## config.mk

```make
export PLATFORM = sky130hd
export DESIGN_NAME = ov7670_fifo_reader
export DESIGN_NICKNAME = d
export VERILOG_FILES = /design/src/rtl/ov7670_fifo_reader.sv
export SDC_FILE = /design/constraint.sdc
export NUM_CORES = 1
export LEC_CHECK = 0
export ABC_AREA = 1
export BUFFER_PORTS_ARGS = -buffer_cell sky130_fd_sc_hd__buf_4
export CELL_PAD_IN_SITES_DETAIL_PLACEMENT = 0
export CELL_PAD_IN_SITES_GLOBAL_PLACEMENT = 1
export CORE_ASPECT_RATIO = 1.1
export CORE_UTILIZATION = 40
export CTS_BUF_LIST = sky130_fd_sc_hd__clkbuf_16
export DETAILED_ROUTE_END_ITERATION = 16
export PLACE_DENSITY_LB_ADDON = 0.1
export SYNTH_ARGS = -nofsm -noshare
export SYNTH_HDL_FRONTEND = slang
export SYNTH_SLANG_ARGS = --single-unit
```

## constraint.sdc

```tcl
create_clock -name clk25 -period 1.4 [get_ports clk25]
set_input_delay 0.07 -clock clk25 [delete_from_list [all_inputs] [get_ports clk25]]
set_output_delay 0.07 -clock clk25 [all_outputs]
set_load 0.05 [all_outputs]
```

## src/rtl/ov7670_fifo_reader.sv

```systemverilog
// Reads one frame out of the AL422B camera FIFO byte by byte and pairs the bytes into
// RGB565 pixels on a valid/ready stream, with line and frame markers.
module ov7670_fifo_reader #(
  parameter int H_PIXELS    = 640,
  parameter int V_LINES     = 480,
  parameter int RRST_CYCLES = 4
) (
  input  logic        clk25,
  input  logic        reset_n,
  input  logic        frame_ready,
  input  logic [7:0]  cam_data,
  output logic        cam_rrst_n,
  output logic        cam_re_n,
  output logic [15:0] pix_data,
  output logic        pix_valid,
  output logic        pix_sof,
  output logic        pix_eol,
  input  logic        out_ready,
  output logic        busy,
  output logic        frame_done,
  output logic [7:0]  overrun_cnt,
  output logic [2:0]  state_dbg
);

  // Pixel stream handshake: a pixel moves when pix_valid & out_ready at a rising clk25 edge;
  // once pix_valid is high, pix_data/pix_sof/pix_eol hold until that edge.

  localparam logic [2:0] S_IDLE = 3'd0;
  localparam logic [2:0] S_RRST = 3'd1;
  localparam logic [2:0] S_GAP  = 3'd2;
  localparam logic [2:0] S_READ = 3'd3;
  localparam logic [2:0] S_DONE = 3'd4;

  localparam int TOTAL = H_PIXELS * V_LINES * 2;
  localparam int BW    = $clog2(TOTAL + 1);
  localparam int CW    = (H_PIXELS > 1) ? $clog2(H_PIXELS) : 1;
  localparam int LW    = (V_LINES > 1) ? $clog2(V_LINES) : 1;
  localparam int RW    = (RRST_CYCLES > 1) ? $clog2(RRST_CYCLES) : 1;

  logic [2:0]    state;
  logic [RW-1:0] rrst_cnt;
  logic [BW-1:0] byte_cnt;
  logic          phase_lo;
  logic          rd_pend;
  logic          rd_lo;
  logic [7:0]    hi_byte;
  logic [CW-1:0] col;
  logic [LW-1:0] line;
  logic          issue;
  logic          load;

  // A LO read is only issued when the pixel register is guaranteed free by the time
  // its byte lands, so no pixel can ever be overwritten.
  always_comb begin
    issue = 1'b0;
    if (state == S_READ && byte_cnt != BW'(TOTAL))
      issue = !phase_lo || !pix_valid || out_ready;
  end

  assign load       = rd_pend && rd_lo;
  assign cam_re_n   = !issue;
  assign cam_rrst_n = (state != S_RRST);
  assign busy       = (state != S_IDLE);
  assign state_dbg  = state;

  always_ff @(posedge clk25 or negedge reset_n) begin
    if (!reset_n) begin
      state      <= S_IDLE;
      rrst_cnt   <= '0;
      frame_done <= 1'b0;
    end else begin
      frame_done <= (state == S_DONE) && !frame_done && !rd_pend && (!pix_valid || out_ready);
      case (state)
        S_IDLE: begin
          rrst_cnt <= '0;
          if (frame_ready) state <= S_RRST;
        end
        S_RRST: begin
          if (rrst_cnt == RW'(RRST_CYCLES - 1)) state <= S_GAP;
          else rrst_cnt <= rrst_cnt + 1'b1;
        end
        S_GAP:  state <= S_READ;
        S_READ: if (issue && byte_cnt == BW'(TOTAL - 1)) state <= S_DONE;
        S_DONE: if (frame_done) state <= S_IDLE;
        default: state <= S_IDLE;
      endcase
    end
  end

  always_ff @(posedge clk25 or negedge reset_n) begin
    if (!reset_n) begin
      overrun_cnt <= '0;
    end else if (frame_ready && state != S_IDLE && overrun_cnt != 8'hff) begin
      overrun_cnt <= overrun_cnt + 1'b1;
    end
  end

  always_ff @(posedge clk25 or negedge reset_n) begin
    if (!reset_n) begin
      byte_cnt <= '0;
      phase_lo <= 1'b0;
      rd_pend  <= 1'b0;
      rd_lo    <= 1'b0;
      hi_byte  <= '0;
    end else begin
      rd_pend <= issue;
      rd_lo   <= issue && phase_lo;
      if (state == S_IDLE && frame_ready) begin
        byte_cnt <= '0;
        phase_lo <= 1'b0;
      end else if (issue) begin
        byte_cnt <= byte_cnt + 1'b1;
        phase_lo <= !phase_lo;
      end
      if (rd_pend && !rd_lo) hi_byte <= cam_data;
    end
  end

  always_ff @(posedge clk25 or negedge reset_n) begin
    if (!reset_n) begin
      pix_data  <= '0;
      pix_valid <= 1'b0;
      pix_sof   <= 1'b0;
      pix_eol   <= 1'b0;
      col       <= '0;
      line      <= '0;
    end else begin
      if (state == S_IDLE && frame_ready) begin
        col  <= '0;
        line <= '0;
      end else if (load) begin
        if (col == CW'(H_PIXELS - 1)) begin
          col  <= '0;
          line <= (line == LW'(V_LINES - 1)) ? '0 : line + 1'b1;
        end else begin
          col <= col + 1'b1;
        end
      end
      if (load) begin
        pix_data  <= {hi_byte, cam_data};
        pix_valid <= 1'b1;
        pix_sof   <= (col == '0) && (line == '0);
        pix_eol   <= (col == CW'(H_PIXELS - 1));
      end else if (pix_valid && out_ready) begin
        pix_valid <= 1'b0;
      end
    end
  end

endmodule

```

==> Word-level counts from Yosys, hierarchy flattened <==
Index checks and enable logic that the tools add are counted.
{ "word_totals": {"latch_bits": 0, "mem_bits_ro": 0, "ram_bits": 0, "n_memories": 0, "reg_bits": 83, "inputBits": 12, "output_inout_bits": 34} }
{ "classes": {"mux": 21, "bitwise_logic": 0, "multipliers": 0, "addsub": 5, "n_eq_ne": 16, "shifts": 0, "div": 0, "magnitude_cmp": 0, "n_reduce_logical": 34} }
{ "op_table": {"columns": ["operator", "n"], "rows": [
  ["20-bit 2-to-1 mux", 2],
  ["9-bit 2-to-1 mux", 4],
  ["10-bit 2-to-1 mux", 3],
  ["20-bit by 1-bit adder with 20-bit output, second input constant", 1],
  ["20-bit == test, second input constant", 1],
  ["20-bit != test, second input constant", 1],
  ["3-bit case mux with 5 select lines", 1],
  ["1-bit logical AND", 13],
  ["3-bit 2-to-1 mux", 4],
  ["10-bit by 1-bit adder with 10-bit output, second input constant", 1],
  ["10-bit == test, second input constant", 1],
  ["10-bit zero test", 1],
  ["2-bit nonzero test", 5],
  ["9-bit by 1-bit adder with 9-bit output, second input constant", 1],
  ["9-bit == test, second input constant", 1],
  ["9-bit zero test", 1],
  ["8-bit by 1-bit adder with 8-bit output, second input constant", 1],
  ["2-bit != test, second input constant", 4],
  ["8-bit != test, second input constant", 1],
  ["3-bit by 2-bit == test with 1-bit output, second input constant", 2],
  ["1-bit zero test", 6],
  ["1-bit 2-to-1 mux", 5],
  ["2-bit case mux with 2 select lines", 1],
  ["2-bit AND reduction", 2],
  ["11 further kinds", 13]
]} }

==> Depth between registers and ports, before layout <==
Gate-level depths: netlist of the first run.
{ "logic_depth": {"word_depth": 7, "ltp_mapped": 11, "depth_no_buf": 10} }

==> Worst setup path after synthesis of the first run <==
No wires, ideal clock.
{ "synth_path": {"path_kind": "register to register", "startpoint": "register overrun_cnt[1]", "endpoint": "register overrun_cnt[3]", "t_arrival_ns": 1.683, "n_path_buf": 0, "slack_ns": -0.428, "synth_period_minus_slack_ns": 1.828, "path_stages_with_launch": 8, "setup_time_ns": 0.145, "cell_sequence": "dfrtp_1 -> ha_1 -> inv_1 -> nor2_1 -> nand3_1 -> o21ai_2 -> nor2_1 -> xor2_1"} }
{ "synth_via": {"elab_chain_cells": 2, "elab_cells_between_ends": 3, "cone_classes": "add/sub (1); eq/ne (1); reduce/logical (1)"} }
{ "synth_rtl": {"columns": ["item", "line", "source"], "rows": [
  ["start: declaration", "21", "output logic [7:0] overrun_cnt,"],
  ["start signal: assignment", "94", "overrun_cnt <= overrun_cnt + 1'b1;"],
  ["parallel branches: the longest is 2 deep, another holds 8-bit by 1-bit adder with 8-bit output", null, null]
]} }
Several ways; the timed one is not identified.
A chain may end at the register's enable or synchronous reset.

==> Worst setup path in the final report of the first run <==
{ "layout_path": {"startpoint": "register byte_cnt[2]", "endpoint": "output port cam_re_n"} }
{ "layout_via": {"elab_chain_cells": 4} }
{ "layout_rtl": {"columns": ["item", "line", "source"], "rows": [
  ["start: declaration", "42", "logic [BW-1:0] byte_cnt;"],
  ["start signal: assignment", "112", "byte_cnt <= byte_cnt + 1'b1;"],
  ["20-bit != test", "56", "if (state == S_READ && byte_cnt != BW'(TOTAL))"],
  ["1-bit logical AND", "56", null],
  ["1-bit 2-to-1 mux", "56", null],
  ["1-bit zero test", "61", "assign cam_re_n = !issue;"],
  ["end: declaration", "13", "output logic cam_re_n,"]
]} }
Every way passes these cells.

==> results of run 1 <==
-- routing by layer --
metal  up-vias  GRT usage, %  wire (microns)
met5         -             0               0
met4         0          7.52             212
met3        17          2.80             348
met2        60          38.3            6230
met1      1977          27.6            5140
li1       2093             -               -
-- sequential cells by signal, indices dropped and copies added (netlist names), 2 cells and up --
| signal | count |
|---|---|
| col | 10 |
| pix_data | 16 |
| rrst_cnt | 2 |
| overrun_cnt | 8 |
| hi_byte | 8 |
| line | 9 |
| state_dbg | 3 |
| byte_cnt | 20 |
-- stage by stage --
stage / cell area (sq um) / setup slack [ns] / TNS (ns) / hold slack [ns]
5_1_grt: 6660 / -0.306 / -10.07 / 0.0327
6_report: 6660 / -0.242 / -5.54 / 0.0156
3_3_place_gp: 5600 / -0.229 / -3.80 / 0.0293
2_1_floorplan: 4540 / -0.192 / -6.79 / -0.226
4_1_cts: 6280 / -0.237 / -5.66 / 0.0104
3_5_place_dp: 5600 / -0.243 / -5.03 / 0.0253
-- cell usage after synthesis, drive strengths merged --
master | n | share of area [%]
nand2 | 184 | 16
dfrtp | 83 | 47
nor2 | 71 | 7.2
inv | 50 | 4.3
nand3 | 43 | 5.3
o21ai | 38 | 4.6
xor2 | 22 | 4.4
nand4 | 12 | 2.0
buf | 9 | 1.5
nor3 | 9 | 1.2
ha | 8 | 2.3
a21oi | 7 | 0.88
nand3b | 3 | 0.51
nor4 | 3 | 0.43
clkbuf | 2 | 0.17
clkinv | 2 | 0.20
o211ai | 2 | 0.34
or2 | 2 | 0.28
xnor2 | 2 | 0.40
nor3b | 1 | 0.17
o21bai | 1 | 0.17
o22ai | 1 | 0.14
-- cells by family after synthesis --
family          synth area share (%)
flops                           47.0
buf+inv                         6.12
xor+xnor                        4.76
compound gates                  6.18
simple gates                    33.6
fa+ha+maj                       2.27
-- cell type report --
cell class / instances / area, sq um
flip-flops and latches: 83 / 2090
repair buffers: 148 / 1250
inverters: 52 / 228
multi-input cells: 411 / 2610
clock inverters: 7 / 48.8
repair inverters: 2 / 25.0
fillers: 919 / 3880
well taps: 143 / 179
clock buffers: 9 / 225
-- worst reg2reg max path: stages, from the launching register on --
cell	delay [ns]
dfrtp_2	0.44
nor2_1	0.15
nand2_2	0.09
nor2_4	0.11
nand3_4	0.10
nand2_8	0.09
buf_6	0.12
nand2_8	0.10
buf_12	0.17
nand2_2	0.07
nand2_2	0.04
-- worst paths after layout --
path,endpoint,slack (ns)
min in group asynchronous,col[5],0.20
worst max register to register,byte_cnt[14],-0.19
worst max-delay path,cam_re_n,-0.24
worst min-delay path,hi_byte[5],0.02
worst min register to register,pix_data[10],0.48
max in group asynchronous,byte_cnt[19],0.54
-- where the power goes --
group,switching (mW),total (mW),internal (mW)
Clock,1.04,2.25,1.22
Sequential,0.541,3.67,3.13
Combinational,4.23,7.00,2.77
Total,5.81,12.9,7.11
-- what timing repair did --
action / in CTS / in global routing
buffers inserted: 15 / 10
endpoints found under the hold margin: 25 / 0
gates resized for setup: 58 / 86
cloned: 4 / 0
setup endpoints to repair: 51 / 57
hold buffers: 2 / 0
pin swaps: 10 / 38
==> flow_summary.yaml, run 1 <==
pwr:
  fin_total_pwr_mw: 12.9
  leakage_nw: 3.25
  worst_ir_drop_vdd_mv: 1.25
  power-per-cell-area_nw_per_um2: 1940
timing:
  finalWorstPathRequiredPeriod_ns: 1.64
  fin_skew_ns: 0.0109
  drv_slew: 0
  hold_viol: 0
  worst_slew_margin_pct: 71.2
  fmax_ghz: 0.609
  rsz_0062_raised_after_global_routing: "yes"
  period_share_pct: 117
  worstMarginPinSlew_ns: 0.431
  setup_slack_ns: -0.242
  timing.final.setup_violations: 50
worst_setup_path:
  timing.critical_path.slowest_stage_cell: "dfrtp_2"
  critical_path.startpoint: "byte_cnt[2]"
  critPathArrivalTime_ns: 1.57
  critical_path.endpoint_type: "primary output"
  count_of_cell_instances_traversed_by_the_critical_path: 7
  cp_data_required_time_ns: 1.33
  critPathMaxStageDelay_ns: 0.44
  worst-path-max-fanout: 4
  worstReg2RegStart: "byte_cnt[2]"
  timing.setup.critical_path_class: "flop to primary output"
  cpLargestDelayFamily: "simple AND/OR/NAND/NOR gates"
  crit_chain: "nor2_1 -> nand2_2 -> nor2_4 -> nand3_4 -> nand2_8 -> buf_6 -> buf_8"
  crit_buf_inv: 2
  critical_path.startpoint_type: "flop"
  r2r_cells: 10
global_route:
  globalRoute.totalOverflow: 0
  first_global_vias: 4197
  grt_pass1_wl_mm: 19.5
  antenna_violations_before_repair: 0
  grtUsageTotal_pct: 21.9
  maximum_number_of_pins_on_one_net_before_global_route_repair: 37
clock_network:
  deepest_clock_path_buffer_count: 2
  source_to_sink_clock_delay_at_the_later_pin_of_the_worst_skew_pair_ns: 0.35
  path_clk_slew_ns: 0.06
  cts-htree-levels: 3
  cts_made_buffers: 9
  cts.sink_count: 83
  tritoncts: "done"
  cts_root_buf: "clkbuf_16"
routing:
  route.detailed.wl_per_inst_microns: 14.0
  drc: 0
  number_of_optimization_iterations_in_the_first_detailed_route_pass: 4
  vias_per_cell: 4.85
  ant_nets: 0
  vias: 4147
  first_iter_violations: 142
  postRouteWirelength_mm: 11.9
finish:
  antenna_cell_count: 0
  final_cell_mix: "nand2_1, buf_4, dfrtp_1"
  area.growth.synth_to_final_pct: 50.9
  drive_gt1_share_pct: 42.3
  layout.nets: 727
  most_common_cell_after_layout_fill_and_taps_aside: "nand2_1"
  utilization_pct: 63.2
  fin_cells: 855
min_path:
  holdPathStages: 3
  holdCritPathClass: "input pin to flop"
  hp-start: "cam_data[5]"
synthesis:
  ys_warn_count: 0
  sequential_share_of_the_synthesized_area_pct: 47.0
  synth_area_per_cell_sq_um: 7.96
  post_synth_instance_area_sq_um: 4420
  postSynthCellCount: 555
  synthesized_netlist_net_count: 575
  ys_types: 38
  postSynthRegisterBits: 83
die:
  die_width_microns: 102
  top_level_i_o_count: 46
  dieArea_sq_um: 11500
  initial_utilization_pct: 41.9
  number_of_rows_in_the_core_area: 39
  die-height_microns: 112
  core_region_area_sq_um: 10500
run_status:
  outcome: "finished, violations left"
  violations: "negative setup slack"
placed_design:
  place.port_buffers: 45
  placedCellCount: 810
  gp_congestion: 0.797
  detailed_place_hpwl_mm: 8.08
run:
  timing.max_cap.violations: 0
(Power assumes the default switching activity.)
==> run 2, diff against run 1 <==
- PLACE_DENSITY_LB_ADDON: 0.1 -> 0.15
- SKIP_LAST_GASP: unset -> 1
==> run 2 against run 1 <==
Sequential share of layout area up 0.052 points; critical path depth up 1; register-to-register slack worse by 0.05 ns; first-iteration DRC count up 42%; routed wire length up 0.85%; non-clock buffer count up 1; sequential power about the same; cell count up 0.23%; global-route usage up 0.22 points; the run still ends with negative setup slack left.
==> flow_summary.yaml, run 2 (synthesized netlist as in run 1, its figures left out) <==
finish:
  final_cell_mix: "nand2_1, buf_4, dfrtp_1"
  n_fill_cell: 910
  antenna_cell_count: 0
  drive_gt1_share_pct: 41.3
  top_regs: "byte_cnt x20, pix_data x16, col x10"
  area.growth.synth_to_final_pct: 50.5
  utilization_pct: 63.1
  layout.nets: 729
  most_common_cell_after_layout_fill_and_taps_aside: "nand2_1"
  largest_reg_flops: 20
  reg_with_most_ffs: "byte_cnt"
  final_area_sq_um: 6650
run_status:
  violations: "negative setup slack"
  outcome: "finished, violations left"
placed_design:
  detailed_place_hpwl_mm: 8.07
  dpl-instance-area_sq_um: 5590
  gp_congestion: 0.820
  place.port_buffers: 45
  preCtsSetupSlack_ns: -0.186
pwr:
  power.share.combinational_pct: 55.3
  power-per-cell-area_nw_per_um2: 1980
  switch_pwr_mw: 5.90
  fin_total_pwr_mw: 13.2
  netSwitchingFraction_pct: 44.8
  leakage_nw: 3.31
  worst_ir_drop_vdd_mv: 1.10
  power.share.clock_pct: 17.0
  p_int_mw: 7.28
  power_frac_seq_pct: 27.7
timing:
  fin_skew_ns: 0.00563
  fmax_ghz: 0.599
  worstMarginPinSlew_ns: 0.481
  worst_slew_margin_pct: 67.9
  drv_slew: 0
  setup_slack_ns: -0.268
  timing.final.setup_violations: 53
  rsz_0062_raised_after_global_routing: "yes"
  hold_viol: 0
  period_share_pct: 119
  finalWorstPathRequiredPeriod_ns: 1.67
  worst_hold_slack_ns: 0.00415
routing:
  number_of_optimization_iterations_in_the_first_detailed_route_pass: 4
  vias_per_cell: 4.87
  vias: 4171
  route.detailed.wl_per_inst_microns: 14.0
  ant_nets: 0
  postRouteWirelength_mm: 12.0
  drc: 0
  first_iter_violations: 201
clock_network:
  deepest_clock_path_buffer_count: 2
  path_clk_slew_ns: 0.06
  source_to_sink_clock_delay_at_the_later_pin_of_the_worst_skew_pair_ns: 0.34
  tritoncts: "done"
  cts_made_buffers: 9
  cts_root_buf: "clkbuf_16"
  cts.sink_count: 83
  cts-htree-levels: 3
global_route:
  maximum_number_of_pins_on_one_net_before_global_route_repair: 35
  first_global_vias: 4053
  antenna_violations_before_repair: 0
  grtUsageTotal_pct: 22.2
  grt_pass1_wl_mm: 19.7
  globalRoute.totalOverflow: 0
die:
  die_width_microns: 102
  number_of_rows_in_the_core_area: 39
  top_level_i_o_count: 46
  initial_utilization_pct: 41.9
  core_region_area_sq_um: 10500
  dieArea_sq_um: 11500
  die-height_microns: 112
run:
  timing.max_cap.violations: 0
worst_setup_path:
  critPathArrivalTime_ns: 1.60
  regToRegEndpoint: "byte_cnt[18]"
  timing.setup.critical_path_class: "flop to primary output"
  critical_path.endpoint_type: "primary output"
  ff2ff_setup_slack_ns: -0.24
  critical_path.startpoint: "byte_cnt[0]"
  r2r_cells: 12
  critical_path.startpoint_type: "flop"
  worst_setup_path_endpoint: "cam_re_n"
  worst-path-max-fanout: 2
  worstReg2RegStart: "byte_cnt[0]"
  cp_data_required_time_ns: 1.33
min_path:
  holdCritPathClass: "input pin to flop"
run 2: changes by cell type in the layout (fill, tap and decap cells not counted), moves of 4 or more:
cell and delta:
buf_4 +7, nand2_1 -7, nor2_1 +4, nor2_4 -6, inv_6 -5, buf_6 -8, nand2_4 +9
run 2: timing repair:
item | in CTS | in global routing
resized for setup | 52 | 79
gates cloned | 5 | 0
endpoints found under the hold margin | 30 | 0
endpoints found under the setup margin | 49 | 61
pin swaps | 22 | 30
setup buffers | 14 | 11
hold buffers | 2 | 0
run 2: how the worst min path moves through the flow:
stage	start	end	slack, ns	depth (start not counted)
after floorplan	reset_n	byte_cnt[0]	-0.23	0
after global placement	reset_n	pix_sof	0.07	1
after detailed placement	reset_n	pix_sof	0.07	1
after CTS	cam_data[1]	pix_data[1]	0.002	3
after global routing	cam_data[0]	hi_byte[0]	0.03	3
final	cam_data[1]	pix_data[1]	0.004	3
run 2: final cells by class:
cell class	count	area, sq um	share of cell area [%]
Timing Repair inverter	3	48.8	0.734
Clock buffer	9	225	3.39
Multi-Input combinational cell	411	2570	38.7
Timing Repair Buffer	149	1250	18.9
Inverter	52	221	3.33
Clock inverter	7	53.8	0.809
Tap cell	143	179	2.69
Sequential cell	83	2090	31.4
run 2: critical path, stage by stage (launching register included):
cell and delay (ns):
dfrtp_1 0.40, inv_2 0.08, ha_4 0.12, nand2_2 0.05, nor2_2 0.10, nand3_2 0.15, nand2_8 0.11, buf_6 0.10
buf_8 0.13
run 2: layer usage:
layer / up-vias / part of all wire (%) / track usage [%] / wire length [microns]
li1: 2094 / - / - / -
met1: 2002 / 44 / 28.6 / 5310
met2: 58 / 52 / 38.4 / 6280
met3: 17 / 1.9 / 2.30 / 234
met4: 0 / 1.7 / 7.52 / 202
met5: - / 0 / 0 / 0
run 2: power by group through the flow:
stage                     clock network (mW)  logic [mW]  registers, mW
after global placement                     0        5.41           3.64
after CTS                               2.27        6.40           3.62
after detailed placement                   0        5.50           3.67
final                                   2.24        7.29           3.66
after global routing                    2.35        7.82           3.74
after floorplan                            0        2.28           4.91
run 2: metrics by stage:
step	std cells	TNS, ns
6_report	857	-7.18
5_1_grt	857	-11.78
4_1_cts	847	-6.27
3_5_place_dp	811	-5.21
3_3_place_gp	811	-3.36
2_1_floorplan	555	-6.79
